--- config.mk ---
export PLATFORM = sky130hd
export DESIGN_NAME = gpu_ram_arb
export DESIGN_NICKNAME = d
export VERILOG_FILES = /design/src/rtl/gpu_ram_arb.sv
export SDC_FILE = /design/constraint.sdc
export NUM_CORES = 1
export LEC_CHECK = 0
export ABC_AREA = 1
export BUFFER_PORTS_ARGS = -buffer_cell sky130_fd_sc_hd__buf_2
export CORE_MARGIN = 5
export CORE_UTILIZATION = 49
export CTS_BUF_LIST = sky130_fd_sc_hd__clkbuf_2 sky130_fd_sc_hd__clkbuf_4 sky130_fd_sc_hd__clkbuf_8
export CTS_CLUSTER_DIAMETER = 60
export DETAILED_ROUTE_END_ITERATION = 8
export GPL_TIMING_DRIVEN = 0
export PLACE_DENSITY = 0.82
export SYNTH_ARGS = -nofsm -noshare
export SYNTH_HDL_FRONTEND = slang
export SYNTH_SLANG_ARGS = --single-unit
--- constraint.sdc ---
create_clock -name sys_clk -period 2.35 [get_ports sys_clk]
set_clock_uncertainty 0.1 [all_clocks]
set_input_delay 0.1175 -clock sys_clk [delete_from_list [all_inputs] [get_ports sys_clk]]
set_output_delay 0.1175 -clock sys_clk [all_outputs]
set_load 0.02 [all_outputs]
--- src/rtl/gpu_ram_arb.sv ---
// Three-way arbiter/sequencer in front of the single-port GPU local RAM, with read-return routing.
// Optional conflict statistics counter enabled by defining GPU_RAM_ARB_STATS_EN.
module gpu_ram_arb #(
  parameter int AW           = 10,
  parameter int DW           = 32,
  parameter int STARVE_LIMIT = 4
) (
  input  logic          sys_clk,
  input  logic          resetl,
  input  logic          host_req,
  input  logic          host_we,
  input  logic [AW-1:0] host_addr,
  input  logic [DW-1:0] host_wdata,
  output logic          host_ack,
  output logic          host_rvalid,
  output logic [DW-1:0] host_rdata,
  input  logic          ls_req,
  input  logic          ls_we,
  input  logic [AW-1:0] ls_addr,
  input  logic [DW-1:0] ls_wdata,
  output logic          ls_ack,
  output logic          ls_rvalid,
  output logic [DW-1:0] ls_rdata,
  input  logic          pf_req,
  input  logic [AW-1:0] pf_addr,
  output logic          pf_ack,
  output logic          pf_rvalid,
  output logic [DW-1:0] pf_rdata,
`ifdef GPU_RAM_ARB_STATS_EN
  input  logic          stats_clr,
  output logic [15:0]   conflict_cnt,
`endif
  output logic [AW-1:0] rama,
  output logic          ramen,
  output logic          ramwe,
  output logic [DW-1:0] ram_wdata,
  input  logic [DW-1:0] ram_rdata
);

  typedef enum logic [1:0] {IDLE, RD, WR, TURN} state_t;
  typedef enum logic [1:0] {SRC_NONE, SRC_HOST, SRC_LS, SRC_PF} src_t;

  state_t        state, next_state;
  src_t          winner;
  logic          win_we;
  logic [AW-1:0] win_addr;
  logic [DW-1:0] win_wdata;
  logic          issue;
  logic [3:0]    starve_cnt;
  src_t          rd_src_issue, rd_src_data;

  // NOTE: every always_comb output gets a default first so no path can infer a latch.
  always_comb begin
    winner    = SRC_NONE;
    win_we    = 1'b0;
    win_addr  = '0;
    win_wdata = '0;
    if (pf_req && starve_cnt == 4'(STARVE_LIMIT)) winner = SRC_PF;
    else if (host_req)                            winner = SRC_HOST;
    else if (ls_req)                              winner = SRC_LS;
    else if (pf_req)                              winner = SRC_PF;

    case (winner)
      SRC_HOST: begin win_we = host_we; win_addr = host_addr; win_wdata = host_wdata; end
      SRC_LS:   begin win_we = ls_we;   win_addr = ls_addr;   win_wdata = ls_wdata;   end
      SRC_PF:   begin win_addr = pf_addr; end
      default:  ;
    endcase

    // A write straight after a read burns one dead cycle; the write is re-arbitrated next edge.
    next_state = IDLE;
    issue      = 1'b0;
    if (winner != SRC_NONE) begin
      if (win_we && state == RD) begin
        next_state = TURN;
      end else begin
        issue      = 1'b1;
        next_state = win_we ? WR : RD;
      end
    end
  end

  // NOTE: sequential state uses non-blocking assignments so all registers update together.
  always_ff @(posedge sys_clk or negedge resetl) begin
    if (!resetl) begin
      state      <= IDLE;
      starve_cnt <= '0;
      rama       <= '0;
      ramen      <= 1'b0;
      ramwe      <= 1'b0;
      ram_wdata  <= '0;
      host_ack   <= 1'b0;
      ls_ack     <= 1'b0;
      pf_ack     <= 1'b0;
    end else begin
      state      <= next_state;
      rama       <= issue ? win_addr : '0;
      ramen      <= issue;
      ramwe      <= issue && win_we;
      ram_wdata  <= (issue && win_we) ? win_wdata : '0;
      host_ack   <= issue && winner == SRC_HOST;
      ls_ack     <= issue && winner == SRC_LS;
      pf_ack     <= issue && winner == SRC_PF;
      if (!pf_req || (issue && winner == SRC_PF)) starve_cnt <= '0;
      else                                        starve_cnt <= starve_cnt + 4'd1;
    end
  end

  // Read return: tag rides alongside the RAM for two cycles, then steers ram_rdata to its owner.
  always_ff @(posedge sys_clk or negedge resetl) begin
    if (!resetl) begin
      rd_src_issue <= SRC_NONE;
      rd_src_data  <= SRC_NONE;
      host_rvalid  <= 1'b0;
      ls_rvalid    <= 1'b0;
      pf_rvalid    <= 1'b0;
      host_rdata   <= '0;
      ls_rdata     <= '0;
      pf_rdata     <= '0;
    end else begin
      rd_src_issue <= (issue && !win_we) ? winner : SRC_NONE;
      rd_src_data  <= rd_src_issue;
      host_rvalid  <= rd_src_data == SRC_HOST;
      ls_rvalid    <= rd_src_data == SRC_LS;
      pf_rvalid    <= rd_src_data == SRC_PF;
      if (rd_src_data == SRC_HOST) host_rdata <= ram_rdata;
      if (rd_src_data == SRC_LS)   ls_rdata   <= ram_rdata;
      if (rd_src_data == SRC_PF)   pf_rdata   <= ram_rdata;
    end
  end

`ifdef GPU_RAM_ARB_STATS_EN
  logic [1:0] pending;
  assign pending = 2'(host_req) + 2'(ls_req) + 2'(pf_req);

  always_ff @(posedge sys_clk or negedge resetl) begin
    if (!resetl)                                      conflict_cnt <= '0;
    else if (stats_clr)                               conflict_cnt <= '0;
    else if (pending >= 2'd2 && conflict_cnt != '1)   conflict_cnt <= conflict_cnt + 16'd1;
  end
`endif

endmodule

## Word-level counts from Yosys, hierarchy flattened

Index checks and enable logic that the tools add are counted.

- Flip-flop bits (word level): 156
- Bits in latches: 0
- Bits in writable memories: 0
- Memory bits (read-only): 0
- Output and inout bits: 146
- Logic and storage cells: 53
- Memories kept: 0

- Add/subtract/negate cells: 1
- Multiply operators: 0
- Div/mod/pow operators: 0
- $lt $le $gt $ge: 0
- Equality and inequality tests: 8
- Shift operators: 0
- Mux-type cells: 16
- Bitwise operators: 0
- Reductions and logical operators: 11

Operator list:

| cell | count |
|---|---|
| $pmux W32 S2 | 1 |
| $mux W32 | 1 |
| $pmux W10 S3 | 1 |
| $mux W2 | 8 |
| $mux W10 | 1 |
| $eq A2 B2 Y1 const B | 4 |
| $logic_and A1 B1 Y1 | 7 |
| $eq A2 B1 Y1 const B | 3 |
| $add A4 B1 Y4 const B | 1 |
| $eq A4 B3 Y1 const B | 1 |
| $mux W4 | 1 |
| $logic_not A1 Y1 | 2 |
| $mux W1 | 2 |
| $pmux W1 S2 | 1 |
| $reduce_bool A2 Y1 | 1 |
| $logic_or A1 B1 Y1 | 1 |

## Depth between registers and ports, before layout

- Word-level depth: 12
- Gate-level depth with buffers: 14
- Gate-level depth less buffers: 12

## Least setup slack after synthesis

OpenSTA, ideal clock, no wires.

- Path kind: reg-to-reg
- Start: register starve_cnt[0]
- End: register ram_wdata[12]
- Library setup time: 0.128 ns
- Data arrival time: 1.785 ns
- Data required time: 2.122 ns
- Path slack: 0.336 ns
- Stages on the path, launching flop included: 14
- Buffers on the path: 2
- Period minus slack after synthesis: 2.014 ns
- Cells stage by stage: dfrtp_1 -> inv_1 -> ha_1 -> nand2_1 -> nor2_1 -> nor2_1 -> inv_1 -> ha_1 -> buf_4 -> nand2_1 -> nand2_2 -> nand2_2 -> buf_4 -> nor3_2

- Word-level cells in the longest chain between the ends: 10

Ends and longest elaborated chain:

| item | line | text |
|---|---|---|
| start, declared | 49 | `logic [3:0] starve_cnt;` |
| start signal, assigned | 105 | `else starve_cnt <= starve_cnt + 4'd1;` |
| $eq A4 B3 Y1 * | 58 | `if (pf_req && starve_cnt == 4'(STARVE_LIMIT)) winner = SRC_PF;` |
| $logic_and A1 B1 Y1 * | 58 |  |
| $mux W2 * | 58 |  |
| $eq A2 B2 Y1 / $eq A2 B1 Y1 (equally long branches) | 63 | `case (winner)` |
| $pmux W1 S2 | 63 |  |
| $logic_and A1 B1 Y1 | 74 | `if (win_we && state == RD) begin` |
| $mux W1 | 74 |  |
| $mux W1 | 73 | `if (winner != SRC_NONE) begin` |
| $logic_and A1 B1 Y1 | 100 | `ram_wdata <= (issue && win_we) ? win_wdata : '0;` |
| $mux W32 * | 100 |  |
| end signal, assigned | 100 |  |
| end, declared | 36 | `output logic [DW-1:0] ram_wdata,` |

Mark *: on every way between the ends. The rest lies on a longest branch, timed or not.
A chain may end at the register's enable or synchronous reset.

## Worst setup path after layout

- Start: register starve_cnt[0]
- End: register rama[4]

- Word-level cells in the longest chain between the ends: 9

Ends and longest elaborated chain:

| item | line | text |
|---|---|---|
| $eq A4 B3 Y1 * | 58 |  |
| $logic_and A1 B1 Y1 * | 58 |  |
| $mux W2 * | 58 |  |
| $eq A2 B2 Y1 / $eq A2 B1 Y1 (equally long branches) | 63 |  |
| $pmux W1 S2 | 63 |  |
| $logic_and A1 B1 Y1 | 74 |  |
| $mux W1 | 74 |  |
| $mux W1 | 73 |  |
| $mux W10 * | 97 | `rama <= issue ? win_addr : '0;` |
| end signal, assigned | 97 |  |
| end, declared | 33 | `output logic [AW-1:0] rama,` |

Marks and branches as above.

==> impl_metrics.json <==
{
  "dr.pass1.iters": 5,
  "die_w_um": 125,
  "wirelength_mm": 24.9,
  "hold_viol": 0,
  "clockBufferDepth": 2,
  "peakVddDrop_mv": 0.356,
  "dieHeight_um": 125,
  "ctsRootBufferMaster": "clkbuf_8",
  "via_per_inst": 5.26,
  "clk_latency_ns": 0.44,
  "period_minus_slack_ns": 2.32,
  "antenna_found_initial": 0,
  "cts_tree": "yes",
  "setup_tns_ns": 0,
  "fin_area_sq_um": 9980,
  "synth.most_common_cell": "nand2_1",
  "coreArea_sq_um": 13100,
  "critPathKind": "reg -> reg",
  "relSlewSlack_pct": 55.6,
  "synth_top_area_share_pct": 60.0,
  "synth_area_sq_um": 6510,
  "cp_max_fo": 10,
  "syn2layout_area_growth_pct": 53.4,
  "gp_congestion": 0.835,
  "post-place-ws_ns": 0.0611,
  "drc": 0,
  "wl_per_cell_um": 18.9,
  "setup_violations": 0,
  "synth_edf_count": 0,
  "vias": 6900,
  "synthTopCellsByCount": "nand2_1 (236), dfrtp_1 (156), inv_1 (85)",
  "dr.first_iter.drc_count": 492,
  "dp_hpwl_mm": 13.9,
  "cp-start-kind": "flip-flop",
  "grt_pass1_vias": 7234,
  "dpl-instance-area_sq_um": 8150,
  "p_leak_nw": 5.47,
  "synthTopCellsByArea": "dfrtp_1 (60%), nand2_1 (14%), o21ai_0 (4.9%)",
  "syn_nets": 836,
  "fin_nets": 1264,
  "ant_nets": 0,
  "dpl.cell_count": 1151,
  "cts_made_buffers": 17,
  "num_rows": 42,
  "max_freq_mhz": 431,
  "grt_max_degree": 85,
  "ys_warn_count": 0,
  "yosys_register_bits": 156,
  "grt_overflow": 0,
  "ys_types": 19,
  "drive_above_1_share_pct": 35.6,
  "required_ns": 2.58,
  "ys_seq_area_share_pct": 60.0,
  "synth_ff_type": "dfrtp_1",
  "ys_async_sr_fraction_pct": 100,
  "finalPower_mw": 8.45,
  "synth_area_per_cell_sq_um": 9.35,
  "grt_first_pass_wirelength_mm": 38.3,
  "powerDensity_nw_per_um2": 847,
  "max_cap_violations": 0,
  "synth_largest_area_cell": "dfrtp_1",
  "path_clk_slew_ns": 0.08,
  "die_area_sq_um": 15700,
  "htreeDepth": 4,
  "synthCells": 696,
  "diodes": 0,
  "start_util_pct": 49.5,
  "final_max_slew_viol_count": 0,
  "cp.arrival_ns": 2.55,
  "hp-class": "in -> reg",
  "port_buffers": 278,
  "post-route-period-util_pct": 98.7,
  "status": "finished clean",
  "clkSinkCount": 156,
  "cp-end-kind": "flip-flop",
  "worst_pin_slew_ns": 0.666,
  "grt_use_total_pct": 30.9,
  "ios": 279,
  "fin_ws_ns": 0.0301,
  "final_cells": 1313
}
-- worst max-delay path, cell delays in order (launching register included) --
cell and delay [ns]:
dfrtp_1 0.38, inv_1 0.06, ha_1 0.19, nand2_1 0.10, nor2_4 0.07, nor2_4 0.13, inv_1 0.10, ha_1 0.21
buf_4 0.17, clkbuf_4 0.22, nand2_1 0.11, nand2_1 0.05, a21oi_1 0.20, nor2_1 0.11
-- state kept, by name, summed over array words and instances, names as in the netlist, 2 cells and up --
| register | flops |
|---|---|
| pf_rdata | 32 |
| ls_rdata | 32 |
| rd_src_data | 2 |
| rd_src_issue | 2 |
| ram_wdata | 32 |
| starve_cnt | 4 |
| host_rdata | 32 |
| state | 2 |
| rama | 10 |
-- per-stage QoR --
| step | hold slack, ns | util, % |
|---|---|---|
| 6_report | 0.0661 | 76.0 |
| 5_1_grt | 0.0310 | 76.0 |
| 4_1_cts | 0.0286 | 75.4 |
| 3_5_place_dp | 0.0681 | 62.1 |
| 3_3_place_gp | 0.235 | 61.8 |
| 2_1_floorplan | -0.278 | - |
-- where the power goes --
group	leakage, nW	total [mW]	switching [mW]	internal, mW
logic	3.25	2.69	1.74	0.951
clock network	0.231	2.22	0.971	1.25
registers	1.98	3.54	0.313	3.23
-- path summary, 6_finish.rpt --
kind / start / end / slack (ns) / cells after the start
worst min-delay path: host_req / rd_src_issue[1]$_DFF_PN0_ / 0.07 / 4
worst max register to register: starve_cnt[0]$_DFF_PN0_ / rama[4]$_DFF_PN0_ / 0.03 / 13
worst max-delay path: starve_cnt[0]$_DFF_PN0_ / rama[4]$_DFF_PN0_ / 0.03 / 13
worst min register to register: rd_src_issue[0]$_DFF_PN0_ / rd_src_data[0]$_DFF_PN0_ / 0.26 / 0
max in group asynchronous: resetl / ram_wdata[15]$_DFF_PN0_ / 1.18 / 3
min in group asynchronous: resetl / host_rdata[0]$_DFFE_PN0P_ / 0.14 / 2
-- layer usage --
layer | wire length, um | up-vias | GRT usage (%) | share of wire, %
met5 | 0 | - | 0 | 0
met4 | 1500 | 0 | 17.0 | 6.0
met3 | 2730 | 131 | 10.1 | 11
met2 | 12100 | 529 | 51.7 | 48
met1 | 8590 | 3248 | 35.2 | 35
li1 | - | 2992 | - | -
-- placed cells by master, fill, tap and decap left out, types with 2 or more instances in the layout --
master           n
buf_2          287
nand2_1        236
dfrtp_1        156
dlygate4sd3_1  130
inv_1           84
o21ai_0         64
nor3_2          27
o21ai_2         23
nor2_1          21
clkbuf_8        19
buf_6           11
a21oi_1          9
o21ai_1          9
clkbuf_4         8
clkbuf_1         7
ha_1             7
buf_4            6
nor3_1           4
bufinv_16        4
nor2_4           3
nand3_1          3
clkinv_2         3
nand2_2          2
a21oi_2          2
nor2_2           2
clkinv_4         2
-- layout make-up --
type	instances	area, sq um
clock buffer	22	284
buffer	38	269
multi-input combinational	416	2090
sequential	156	3900
clock inverter	10	161
tap	176	220
fill	762	3160
inverter	85	319
timing repair buffer	410	2730
-- timing repair --
item,in CTS,in global routing
buffers inserted,0,1
hold buffers,130,0
endpoints found under the setup margin,0,45
resized for setup,0,27
hold endpoints to repair,215,0
-- cell families after synthesis --
group | share of synthesized area, %
and+or+nand+nor | 20.3
AOI/OAI and AO/OA | 9.56
DFF | 60.0
buffers and inverters | 8.63
adders and majority gates | 1.35
xor gates and xnor gates | 0.135
(Power assumes the default switching activity.)
